### src/rtl/uart_line_echo.sv
// Line-editing echo stage: collects RX bytes into a line buffer with backspace
// editing, then replays the line followed by CR LF into the UART TX FIFO.
module uart_line_echo #(
   parameter int WIDTH = 8,
   parameter int DEPTH = 64,
   parameter int CNT_W = $clog2(DEPTH + 1)
) (
   input  logic             clk,
   input  logic             rst,
   input  logic             rx_ready,
   input  logic [WIDTH-1:0] rx_data,
   input  logic             parity_err,
   output logic             rx_req,
   input  logic             tx_ready,
   output logic             tx_req,
   output logic [WIDTH-1:0] tx_din,
   output logic [CNT_W-1:0] line_len,
   output logic             overflow,
   output logic [7:0]       err_cnt,
   output logic             busy
);

   localparam int IDX_W = (DEPTH > 1) ? $clog2(DEPTH) : 1;
   localparam logic [CNT_W-1:0] DEPTH_C = CNT_W'(DEPTH);
   localparam logic [CNT_W-1:0] ONE_C   = CNT_W'(1);
   localparam logic [WIDTH-1:0] CHR_CR  = WIDTH'(13);
   localparam logic [WIDTH-1:0] CHR_LF  = WIDTH'(10);
   localparam logic [WIDTH-1:0] CHR_BS  = WIDTH'(8);
   localparam logic [WIDTH-1:0] CHR_DEL = WIDTH'(127);

   typedef enum logic [1:0] {
      COLLECT,
      SEND_LINE,
      SEND_CR,
      SEND_LF
   } state_e;

   state_e           state_q, state_d;
   logic [CNT_W-1:0] lineLen_q, lineLen_d;
   logic [CNT_W-1:0] rdPtr_q, rdPtr_d;
   logic             overflow_q, overflow_d;
   logic [7:0]       errCnt_q, errCnt_d;
   logic [WIDTH-1:0] mem_q [DEPTH];
   logic             memWe;
   logic             rxReq, txReq;
   logic [WIDTH-1:0] txDin;

   // Byte classification in COLLECT follows a strict priority: parity error,
   // CR, LF, backspace/delete, then printable.
   always_comb begin
      state_d    = state_q;
      lineLen_d  = lineLen_q;
      rdPtr_d    = rdPtr_q;
      overflow_d = overflow_q;
      errCnt_d   = errCnt_q;
      memWe      = 1'b0;
      rxReq      = 1'b0;
      txReq      = 1'b0;
      txDin      = '0;
      case (state_q)
         COLLECT: begin
            rxReq = rx_ready;
            if (rx_ready) begin
               if (parity_err) begin
                  if (errCnt_q != 8'hFF) errCnt_d = errCnt_q + 8'd1;
               end else if (rx_data == CHR_CR) begin
                  state_d = (lineLen_q != '0) ? SEND_LINE : SEND_CR;
                  rdPtr_d = '0;
               end else if (rx_data == CHR_LF) begin
                  state_d = COLLECT;
               end else if (rx_data == CHR_BS || rx_data == CHR_DEL) begin
                  if (lineLen_q != '0) lineLen_d = lineLen_q - ONE_C;
               end else if (lineLen_q < DEPTH_C) begin
                  memWe     = 1'b1;
                  lineLen_d = lineLen_q + ONE_C;
               end else begin
                  overflow_d = 1'b1;
               end
            end
         end
         SEND_LINE: begin
            txDin = mem_q[rdPtr_q[IDX_W-1:0]];
            txReq = tx_ready;
            if (tx_ready) begin
               rdPtr_d = rdPtr_q + ONE_C;
               if (rdPtr_q == lineLen_q - ONE_C) state_d = SEND_CR;
            end
         end
         SEND_CR: begin
            txDin = CHR_CR;
            txReq = tx_ready;
            if (tx_ready) state_d = SEND_LF;
         end
         SEND_LF: begin
            txDin = CHR_LF;
            txReq = tx_ready;
            if (tx_ready) begin
               state_d    = COLLECT;
               lineLen_d  = '0;
               rdPtr_d    = '0;
               overflow_d = 1'b0;
            end
         end
         default: state_d = COLLECT;
      endcase
      if (rst) begin
         rxReq = 1'b0;
         txReq = 1'b0;
      end
   end

   always_ff @(posedge clk) begin
      if (rst) begin
         state_q    <= COLLECT;
         lineLen_q  <= '0;
         rdPtr_q    <= '0;
         overflow_q <= 1'b0;
         errCnt_q   <= 8'd0;
      end else begin
         state_q    <= state_d;
         lineLen_q  <= lineLen_d;
         rdPtr_q    <= rdPtr_d;
         overflow_q <= overflow_d;
         errCnt_q   <= errCnt_d;
      end
   end

   // Buffer contents are deliberately left unreset; line_len alone defines validity.
   always_ff @(posedge clk) begin
      if (memWe) mem_q[lineLen_q[IDX_W-1:0]] <= rx_data;
   end

   assign rx_req   = rxReq;
   assign tx_req   = txReq;
   assign tx_din   = txDin;
   assign line_len = lineLen_q;
   assign overflow = overflow_q;
   assign err_cnt  = errCnt_q;
   assign busy     = (state_q != COLLECT);

endmodule
### config.mk
export PLATFORM = sky130hd
export DESIGN_NAME = uart_line_echo
export DESIGN_NICKNAME = d
export VERILOG_FILES = /design/src/rtl/uart_line_echo.sv
export SDC_FILE = /design/constraint.sdc
export NUM_CORES = 1
export LEC_CHECK = 0
export CORE_MARGIN = 2
export CORE_UTILIZATION = 62
export CTS_CLUSTER_DIAMETER = 200
export DETAILED_ROUTE_END_ITERATION = 6
export GPL_TIMING_DRIVEN = 1
export HOLD_SLACK_MARGIN = 0.15
export PLACE_DENSITY = 0.88
export SLEW_MARGIN = 25
export SYNTH_ARGS = -nofsm -noshare
export SYNTH_HDL_FRONTEND = slang
export SYNTH_SLANG_ARGS = --single-unit
export TNS_END_PERCENT = 10
### constraint.sdc
create_clock -name clk -period 3.33 [get_ports clk]
set_input_delay 0.333 -clock clk [delete_from_list [all_inputs] [get_ports clk]]
set_output_delay 0.333 -clock clk [all_outputs]
set_load 0.005 [all_outputs]
Word level (Yosys, flattened, before mapping)

Memory sizes are Yosys's and may differ from the RTL's. A register that Yosys moved wholly into a read port is not among the register bits.
Cells that the tools add are included.

Word-level logic and storage cells: 94
Bits in registers: 25
Memories: 1
Memory bits (writable): 512

Mux-type cells: 48
Magnitude comparators: 1
Add/subtract/negate cells: 4
Reduce and logical (&&, ||, !) cells: 12
Equality and inequality tests: 23

Memories:

| name  | depth | width | rd ports | clocked after Yosys merged registers in | wr ports | line | source |
|---|---|---|---|---|---|---|---|
| mem_q | 64    | 8     | 1        | 1                                       | 1        | 43   | `logic [WIDTH-1:0] mem_q [DEPTH];` |

Operators with widths:

| kind                                             | count |
|---|---|
| two-way mux 7 bit                                | 12 |
| == test 8 x 4 -> 1 bit, second input constant    | 3 |
| one-hot mux 8 bit (3 select lines)               | 1 |
| != test 2 bit, second input constant             | 11 |
| one-hot mux 7 bit (3 select lines)               | 1 |
| two-way mux 1 bit                                | 20 |
| two-way mux 2 bit                                | 9 |
| AND reduction 8 bit                              | 2 |
| adder 7 x 1 -> 7 bit, second input constant      | 2 |
| one-hot mux 7 bit (2 select lines)               | 1 |
| two-way mux 6 bit                                | 2 |
| != test 3 bit, second input constant             | 3 |
| adder 8 x 1 -> 8 bit, second input constant      | 1 |
| == test 8 x 7 -> 1 bit, second input constant    | 1 |
| != test 8 bit, second input constant             | 1 |
| one-hot mux 2 bit (4 select lines)               | 1 |
| == test 7 bit                                    | 1 |
| < comparator 7 bit, second input constant        | 1 |
| AND reduction 7 bit                              | 1 |
| nonzero test 7 bit                               | 1 |
| subtractor 7 x 1 -> 7 bit, second input constant | 1 |
| AND reduction 6 bit                              | 1 |
| == test 2 bit, second input constant             | 2 |
| AND reduction 4 bit                              | 1 |
| 7 further kinds                                  | 8 |

Depth between registers and ports, before layout

Gate-level depths: netlist of the first run.

Depth after elaboration: 10
Mapped depth: 10
Depth with buffers taken out: 8

Worst setup path before layout of the first run

OpenSTA, ideal clock, no wires.

Path kind: flip-flop to flip-flop
Start: reg state_q[0]
End: mem mem_q[62][0], enable pin
Cell stages (with the launch flop): 10
Buffers on the path: 2
Slack: 0.638 ns
Arrival time: 2.322 ns
Period minus slack after synthesis: 2.692 ns
Cell sequence: dfxtp_1 > inv_1 > ha_1 > clkbuf_1 > clkinv_1 > nor3_1 > nand3_1 > or3_1 > clkbuf_1 > nor2_1

Cells in the longest elaborated chain, start to end: 4

Ends and longest elaborated chain:

| what                                    | line | source |
|---|---|---|
| start, declared                         | 38   | `state_e state_q, state_d;` |
| start signal, assigned                  | 120  | `state_q <= state_d;` |
| zero test 2 bit                         | 60   | `case (state_q)` |
| two-way mux 1 bit                       | 60   |  |
| two-way mux 1 bit                       | 130  | `if (memWe) mem_q[lineLen_q[IDX_W-1:0]] <= rx_data;` |
| two-way mux 1 bit (not written as such) | 130  |  |
| end, declared                           | 43   |  |

No other way between the ends.

==> impl_metrics.csv, run 1 <==
group,metric,value,unit
timing,min_period,3.66,ns
pwr,clockPowerShare,0.438,
drt,vias_per_cell,7.61,
timing,fin_ws,-0.333,ns
outcome,outcome,"finished with violations",
place,port_buffers,39,
setup_path,critical-path-max-stage-delay,0.62,ns
timing,maxSlewHeadroom,0.355,
setup_path,worst_setup_path_start_kind,"flip-flop",
floorplanning,ios,40,
pwr,sequentialPowerShare,0.540,
drt,drt_iter0_drc,2605,
yosys,netlist_area,21800,µm²
timing,finalHoldViolations,0,
setup_path,cpMaxStageDelayCell,"mux4_2",
layout,syn2layout_area_growth,19.2,%
pwr,power.leakage,0.00824,µW
timing,tightest_slew,0.964,ns
setup_path,path_buf_inv,5,
clocking,cts_root_buffer,"clkbuf_16",
layout,fin_nets,1317,
setup_path,crit_type,"reg -> out",
timing,max_clock_freq,273,MHz
pwr,p_per_area,532,nW/µm²
global_route,grt_pass1_wl,97700,µm
timing,period_share,1.10,
place,place_congestion,0.910,
setup_path,worstSetupEndpointType,"output port",
drt,ant_nets,0,
pwr,power.total,13800,µW
clocking,clk_latency,0.60,ns
clocking,clockBufferDepth,3,
layout,n_fill_cell,1621,
pwr,p_sw_frac,0.214,
setup_path,crit_arrival,3.33,ns
drt,drcViolationCount,174,
drt,wire_per_inst,39.3,µm
floorplanning,die_area,36800,µm²
pwr,intPower,10900,µW
floorplanning,design.core.area,34600,µm²
yosys,synth.distinct_cells,59,
global_route,grt_use_total,0.386,
place,dpl.hpwl,34700,µm
setup_path,cp_max_fo,6,
yosys,netlist_instances,1110,
layout,final_cell_area,26000,µm²
global_route,grt_max_degree,67,
clocking,cts_sinks,543,
setup_path,cp_top_family,"multiplexers",
global_route,antenna_found_initial,6,
run,cap_violations,0,
pwr,p_comb_frac,0.021,
yosys,synthArstFlopShare,0,
clocking,cts_buffers,51,
floorplanning,dieWidth,192,µm
hold_path,hold_path_class,"in -> reg",
yosys,synth_edf_count,512,
floorplanning,placementRows,68,
yosys,seq_area_frac_synth,0.732,
pwr,p_switching,2960,µW
yosys,syn_nets,1132,
floorplanning,initial_core_util,0.631,
setup_path,path_cells,"buf_12 > buf_12 > buf_16 > buf_4 > mux4_2 > mux4_2 > mux2i_4 > o22ai_4 > buf_2",
setup_path,cp.required,3.00,ns
layout,post-route-util,0.752,
timing,setup_tns,-1.35,ns
layout,drive_gt1_frac,0.339,
clocking,clk_pin_slew,0.08,ns
yosys,yosys_warnings,0,
yosys,ys_ff_latch,543,
clocking,htree_levels,2,
drt,first_pass_iters,7,
drt,drt-total-wl,70400,µm
global_route,grt_pass1_vias,13500,
yosys,synth_flop_cell,"edfxtp_1",
clocking,cts_tree,"built",
outcome,violations,"DRC, setup timing",
place,pre_cts_ws,0.202,ns
timing,drv_slew,0,
floorplanning,die_y,192,µm
timing,clock-skew-final,0.0405,ns
yosys,syn_avg_cell_area,19.7,µm²
timing,setup_viol,12,
global_route,grt_remaining_overflow,0,
place,dpl-instance-area,23500,µm²
timing,rsz0062_at_grt,"yes",
pwr,irDropWorstVdd,590,µV
drt,num_vias,13600,
==> registers in the layout, summed over array words and instances (netlist names), named ones only <==
name / flops
mem_q: 512
rdPtr_q: 7
line_len: 7
overflow: 1
state_q: 2
err_cnt: 8
==> through the flow <==
| stage | hold slack [ns] | cells |
|---|---|---|
| 2_1_floorplan | 0.432 | 1110 |
| 3_3_place_gp | 0.480 | 1656 |
| 3_5_place_dp | 0.494 | 1656 |
| 4_1_cts | 0.190 | 1785 |
| 5_1_grt | 0.243 | 1789 |
| 6_report | 0.237 | 1791 |
==> timing repair <==
item / CTS / global route
setup buffers: 27 / 5
hold endpoints to repair: 1 / 0
setup endpoints to repair: 8 / 41
hold buffers: 1 / 0
cloned: 9 / 0
pin swaps: 5 / 6
resized for setup: 62 / 18
==> cell type report <==
| cell class | count | area [µm²] | share of cell area |
|---|---|---|---|
| Inverter | 12 | 45.0 | 0.00173 |
| Timing Repair Buffer | 196 | 2020 | 0.0777 |
| Clock buffer | 59 | 1330 | 0.0509 |
| Tap cell | 455 | 569 | 0.0219 |
| Sequential cell | 543 | 16000 | 0.615 |
| Clock inverter | 33 | 359 | 0.0138 |
| Antenna cell | 2 | 5.00 | 0.000192 |
| Multi-Input combinational cell | 491 | 5710 | 0.219 |
==> cell families (layout without fill, tap and decap cells) <==
| kind of cell | count (synthesis) | after routing | share of synthesized area |
|---|---|---|---|
| xor+xnor | 17 | 17 | 0.00682 |
| simple gates | 221 | 221 | 0.0490 |
| flops | 543 | 543 | 0.732 |
| other cells | 0 | 2 | 0 |
| compound gates | 65 | 65 | 0.0212 |
| mux | 179 | 179 | 0.171 |
| buf+inv | 76 | 300 | 0.0143 |
| fa+ha+maj | 9 | 9 | 0.00515 |
==> worst paths after layout <==
kind / start / endpoint / slack [ns] / cells after the start
worst max-delay path: flip-flop / tx_din[6] / -0.33 / 9
worst min-delay path: rx_data[0] / mem_q[32][0] / 0.24 / 1
worst max register to register: state_q[0] / mem_q[45][1] / -0.02 / 8
worst min register to register: overflow / overflow / 0.50 / 2
==> per-layer routing <==
metal | track usage | share of wire | wire, µm | vias to the layer above
met5 | 0 | 0.0011 | 77 | -
li1 | - | - | - | 4931
met4 | 0.219 | 0.081 | 5700 | 10
met3 | 0.119 | 0.15 | 10800 | 458
met2 | 0.604 | 0.47 | 32900 | 1612
met1 | 0.484 | 0.30 | 21000 | 6614
==> power groups by stage <==
stage	clock network, µW	logic [µW]	registers, µW
2_1_floorplan	0	86.3	7620
3_3_place_gp	0	242	7630
3_5_place_dp	0	256	7630
4_1_cts	5940	269	7480
5_1_grt	6250	303	7480
6_report	6070	297	7480
==> cells in the mapped netlist, drive strengths merged, types with 3 or more instances <==
cell     count  area (µm²)
nand3b       3        22.5
mux2i       22         220
nor2b        3        18.8
nand2b       7        43.8
xor2         8        70.1
or3         10        62.6
buf         37         165
a21oi       15        75.1
o21ai       10        50.0
dfxtp       31         621
nor3b        4        30.0
nor4         8        65.1
edfxtp     512       15400
xnor2        9        78.8
nand4        8        50.1
nor3        16        80.1
ha           9         113
or2          4        25.0
inv         11        41.3
o22ai        3        18.8
clkbuf      27         101
a211o        3        26.3
o2111ai      5        43.8
a31oi        3        18.8
and3         4        25.0
nand3       20         100
a2bb2oi      3        32.5
nor2        95         357
or3b         3        26.3
o211ai       3        22.5
a31o         4        35.0
nand2       29         109
mux4       156        3510
==> cell usage in the layout, fill, tap and decap left out, types with 10 or more instances in the layout <==
| master | n |
|---|---|
| buf_2 | 12 |
| inv_1 | 11 |
| nor3_1 | 12 |
| buf_12 | 21 |
| clkbuf_16 | 51 |
| clkdlybuf4s50_1 | 23 |
| a21oi_1 | 14 |
| edfxtp_1 | 512 |
| buf_4 | 118 |
| nand3_1 | 17 |
| mux2i_1 | 11 |
| nor2_1 | 92 |
| dfxtp_1 | 27 |
| or3_1 | 10 |
| nand2_1 | 26 |
| mux4_2 | 156 |
Note: power is estimated with default switching activity, not from simulation.
==> run 2: changes to the inputs <==
--- a/config.mk
+++ b/config.mk
@@ -12,6 +12,7 @@
 export GPL_TIMING_DRIVEN = 1
 export HOLD_SLACK_MARGIN = 0.15
 export PLACE_DENSITY = 0.88
+export SKIP_CTS_REPAIR_TIMING = 1
 export SLEW_MARGIN = 25
 export SYNTH_ARGS = -nofsm -noshare
 export SYNTH_HDL_FRONTEND = slang
==> run 2 against run 1 <==
Compared with the run above: the flow finishes with violations (setup timing); register-to-register slack improved by 0.10 ns; first-iteration DRC count down 2.6%; highest routed layer unchanged; cell count shrank 0.50%.
==> impl_metrics.csv, run 2 (synthesis gave the netlist of run 1 again) <==
group,metric,value,unit
floorplanning,dieWidth,192,µm
drt,ant_nets,0,
timing,finalHoldViolations,0,
layout,largest_reg_flops,512,
global_route,grt_max_degree,67,
place,place_congestion,0.910,
run,cap_violations,0,
layout,fin_nets,1309,
setup_path,path_buf_inv,4,
clocking,clk_pin_slew,0.07,ns
outcome,violations,"setup timing",
setup_path,cpMaxStageDelayCell,"mux4_2",
setup_path,worst_setup_path_start_kind,"flip-flop",
layout,syn2layout_area_growth,17.6,%
clocking,clockBufferDepth,3,
floorplanning,die_y,192,µm
clocking,clk_latency,0.60,ns
hold_path,hold_path_class,"in -> reg",
global_route,grt_pass1_vias,12800,
floorplanning,design.core.area,34600,µm²
timing,drv_slew,0,
global_route,antenna_found_initial,3,
setup_path,crit_type,"reg -> out",
clocking,cts_tree,"built",
drt,drcViolationCount,0,
outcome,outcome,"finished with violations",
setup_path,critical-path-max-stage-delay,0.57,ns
setup_path,cp_top_family,"multiplexers",
timing,maxSlewHeadroom,0.267,
setup_path,worstSetupEndpointType,"output port",
drt,first_pass_iters,7,
setup_path,path_cells,"buf_12 > clkbuf_16 > buf_4 > mux4_2 > mux4_2 > mux2i_1 > o22ai_2 > clkbuf_2",
global_route,grt_pass1_wl,86800,µm
setup_path,crit_arrival,3.22,ns
floorplanning,ios,40,
timing,setup_viol,6,
timing,tightest_slew,1.10,ns
pwr,power.leakage,0.00819,µW
layout,drive_gt1_frac,0.317,
layout,layout.cells.most_common,"edfxtp_1",
clocking,cts_sinks,543,
floorplanning,die_area,36800,µm²
layout,final_cell_mix,"edfxtp_1, mux4_2, buf_4, nor2_1, clkbuf_16",
clocking,cts_buffers,51,
global_route,grt_use_total,0.337,
layout,post-route-util,0.742,
place,port_buffers,39,
timing,max_clock_freq,282,MHz
clocking,htree_levels,2,
pwr,irDropWorstVdd,497,µV
pwr,p_per_area,535,nW/µm²
drt,vias_per_cell,7.37,
timing,period_share,1.07,
place,dpl.hpwl,34700,µm
drt,drt-total-wl,65100,µm
drt,wire_per_inst,36.5,µm
drt,drt_iter0_drc,2537,
timing,fin_ws,-0.220,ns
clocking,cts_root_buffer,"clkbuf_16",
setup_path,cp_max_fo,12,
floorplanning,placementRows,68,
global_route,grt_remaining_overflow,0,
timing,min_period,3.55,ns
drt,num_vias,13100,
setup_path,cp.required,3.00,ns
timing,rsz0062_at_grt,"yes",
setup_path,crit_top_cell,"mux4_2",
timing,clock-skew-final,0.0379,ns
place,pre_cts_ws,0.202,ns
floorplanning,initial_core_util,0.631,
run 2: changes by cell type in the layout (fill, tap and decap cells not counted), moves of 4 or more:
cell            delta
buf_4              +7
nor3_2             -4
clkbuf_16          +4
mux2i_1            +5
buf_12             -8
mux2i_2            -4
buf_2              -4
nor3_1             +4
buf_16             -6
dlymetal6s2s_1     +5
run 2: per-layer routing:
layer,routed length (µm),GRT usage
met5,32,0
met4,4320,0.166
met3,9220,0.0895
met2,31300,0.541
met1,20200,0.430
run 2: power breakdown:
part	switching, µW	internal [µW]	leakage (µW)
Sequential	14.1	7470	0.00486
Combinational	210	77.1	0.00252
Clock	2630	3340	0.000808
Total	2860	10900	0.00819
run 2: through the flow:
| stage | instance area [µm²] | hold slack [ns] | instances | TNS (ns) | total power, µW |
|---|---|---|---|---|---|
| after detailed placement | 23500 | 0.494 | 1656 | 0 | 7880 |
| after global placement | 23500 | 0.480 | 1656 | 0 | 7870 |
| after floorplan | 21800 | 0.432 | 1110 | 0 | 7710 |
| after global routing | 25700 | 0.210 | 1781 | -1.21 | 14000 |
| final | 25700 | 0.219 | 1782 | -0.957 | 13700 |
| after CTS | 25200 | 0.0677 | 1748 | -2.65 | 13700 |
run 2: worst register-to-register path, stage by stage (launching register included):
cell	delay [ns]
dfxtp_1	0.39
inv_1	0.25
ha_1	0.26
clkinv_1	0.12
nor3_1	0.40
nand3_1	0.17
or3_1	0.66
nor2_1	0.46
buf_4	0.25
run 2: worst paths after layout:
check / from / to / slack (ns) / cells after the start
setup / recovery: flip-flop / tx_din[7] / -0.22 / 8
hold / removal: rx_data[0] / mem_q[39][0] / 0.22 / 1
setup reg to reg: state_q[0] / mem_q[45][1] / 0.08 / 8
hold reg to reg: overflow / overflow / 0.50 / 2
run 2: cell type report:
class                      instances  area [µm²]
sequential                       543       16000
fill                            1674        8950
multi-input combinational        491        5600
timing repair buffer             188        1770
clock buffer                      59        1330
tap                              455         569
clock inverter                    33         359
inverter                          12        45.0
antenna                            1        2.50
==> run 3: changes to the inputs <==
--- a/config.mk
+++ b/config.mk
@@ -5,9 +5,11 @@
 export SDC_FILE = /design/constraint.sdc
 export NUM_CORES = 1
 export LEC_CHECK = 0
+export CAP_MARGIN = 20
 export CORE_MARGIN = 2
 export CORE_UTILIZATION = 62
 export CTS_CLUSTER_DIAMETER = 200
+export CTS_CLUSTER_SIZE = 16
 export DETAILED_ROUTE_END_ITERATION = 6
 export GPL_TIMING_DRIVEN = 1
 export HOLD_SLACK_MARGIN = 0.15
==> run 3 against run 2 <==
Compared with the run above: utilization is 1.7 points lower; via count is 3.6% lower; count of clock-buffer cells in the layout is 5 higher; largest cell class unchanged; clock power is 24% lower; die area stayed put; routed wire length is 6.5% lower; worst setup slack better by 0.12 ns; the flow finishes with violations (DRC, setup timing); combinational power is 3% lower; critical endpoint is now tx_din[4]; sequential power hardly changed.
==> impl_metrics.csv, run 3 (synthesis gave the netlist of run 1 again) <==
group,metric,value,unit
timing,clock-skew-final,0.0455,ns
drt,ant_nets,0,
hold_path,hp-start,"rx_data[0]",
outcome,violations,"DRC, setup timing",
layout,fin_nets,1297,
setup_path,timing.rr.start,"state_q[0]",
global_route,grt_remaining_overflow,0,
hold_path,hold_depth,1,
pwr,irDropWorstVdd,484,µV
run,cap_violations,0,
timing,hold_ws,0.228,ns
setup_path,worstSetupEndpointType,"output port",
outcome,outcome,"finished with violations",
layout,largest_reg_flops,512,
clocking,cts_buffers,39,
clocking,clk_pin_slew,0.08,ns
setup_path,cpMaxStageDelayCell,"mux4_2",
clocking,clk_latency,0.58,ns
layout,post-route-util,0.725,
clocking,cts_sinks,543,
setup_path,r2r_cells,8,
layout,final_cell_mix,"edfxtp_1, mux4_2, buf_4, nor2_1, clkbuf_16",
hold_path,whs_endpoint,"mem_q[35][0]",
global_route,grt_pass1_vias,12200,
timing,drv_slew,0,
setup_path,r2r_end,"mem_q[48][7]",
setup_path,cp.required,3.00,ns
setup_path,cp_top_family,"multiplexers",
setup_path,critical-path-max-stage-delay,0.59,ns
timing,max_clock_freq,292,MHz
clocking,htree_levels,2,
global_route,grt_max_degree,67,
drt,first_pass_iters,7,
hold_path,hold_path_class,"in -> reg",
clocking,cts_tree,"built",
timing,min_period,3.43,ns
floorplanning,placementRows,68,
timing,finalHoldViolations,0,
clocking,clockBufferDepth,3,
global_route,grt_use_total,0.316,
setup_path,crit_arrival,3.09,ns
floorplanning,ios,40,
global_route,antenna_found_initial,4,
clocking,cts_root_buffer,"clkbuf_16",
timing,setup_viol,3,
drt,drt-total-wl,60900,µm
timing,rsz0062_at_grt,"yes",
floorplanning,initial_core_util,0.631,
setup_path,worst_setup_path_start_kind,"flip-flop",
layout,drive_gt1_frac,0.288,
setup_path,crit_type,"reg -> out",
drt,num_vias,12700,
drt,wire_per_inst,34.7,µm
timing,tightest_slew,1.08,ns
setup_path,crit_top_cell,"mux4_2",
setup_path,path_buf_inv,4,
floorplanning,die_area,36800,µm²
timing,period_share,1.03,
floorplanning,design.core.area,34600,µm²
drt,drcViolationCount,10,
place,place_congestion,0.910,
floorplanning,dieWidth,192,µm
layout,layout.cells.most_common,"edfxtp_1",
drt,drt_iter0_drc,2194,
timing,maxSlewHeadroom,0.278,
global_route,grt_pass1_wl,82100,µm
setup_path,reg2reg_slack,0.20,ns
drt,vias_per_cell,7.21,
setup_path,path_cells,"buf_6 > buf_4 > clkbuf_16 > mux4_2 > mux4_2 > nand2_1 > o211ai_1 > dlymetal6s2s_1",
place,dpl.hpwl,34700,µm
layout,syn2layout_area_growth,14.9,%
pwr,p_per_area,489,nW/µm²
setup_path,cp_max_fo,13,
floorplanning,die_y,192,µm
timing,fin_ws,-0.0978,ns
pwr,power.leakage,0.00794,µW
place,port_buffers,39,
run 3: metal layers:
metal  track usage  wire [µm]  vias to the layer above
met5             0         12                        -
met4         0.129       3580                        2
met3        0.0696       7930                      261
met2         0.512      29700                     1156
met1         0.423      19700                     6359
li1              -          -                     4879
run 3: area by class of cell:
type,count,area (µm²)
sequential,543,16000
fill,1777,9520
multi-input combinational,491,5580
timing repair buffer,188,1790
clock buffer,64,1090
tap,455,569
inverter,12,45.0
clock inverter,2,25.0
antenna,1,2.50
run 3: worst register-to-register path, stage by stage, from the launching register on:
cell and delay [ns]:
dfxtp_1 0.40, inv_1 0.23, ha_1 0.22, clkinv_1 0.10
nor3_1 0.40, and3b_1 0.30, nand2_1 0.11, buf_12 0.17
nor2_1 0.82
run 3: power breakdown:
| group | internal [µW] | switching [µW] | total [µW] |
|---|---|---|---|
| logic | 76.7 | 200 | 277 |
| registers | 7460 | 12.6 | 7470 |
| clock network | 2250 | 2280 | 4530 |
| total | 9790 | 2490 | 12300 |
run 3: worst max path at each step:
stage / slack, ns / to / cells after the start
5_1_grt: -0.11 / tx_din[4] / 9
3_5_place_dp: 0.20 / tx_din[3] / 7
4_1_cts: -0.38 / tx_din[5] / 6
6_report: -0.1 / tx_din[4] / 8
3_3_place_gp: 0.22 / tx_din[3] / 7
2_1_floorplan: 0.64 / mem_q[62][0] / 9
run 3: metrics by stage:
stage | total power, µW | std cells | setup TNS [ns] | area [µm²] | setup WS [ns]
floorplan | 7710 | 1110 | 0 | 21800 | 0.638
global placement | 7870 | 1656 | 0 | 23500 | 0.220
detailed placement | 7880 | 1656 | 0 | 23500 | 0.202
CTS | 12200 | 1722 | -2.35 | 24600 | -0.375
global route | 12500 | 1755 | -0.293 | 25100 | -0.115
finish | 12300 | 1756 | -0.158 | 25100 | -0.0978
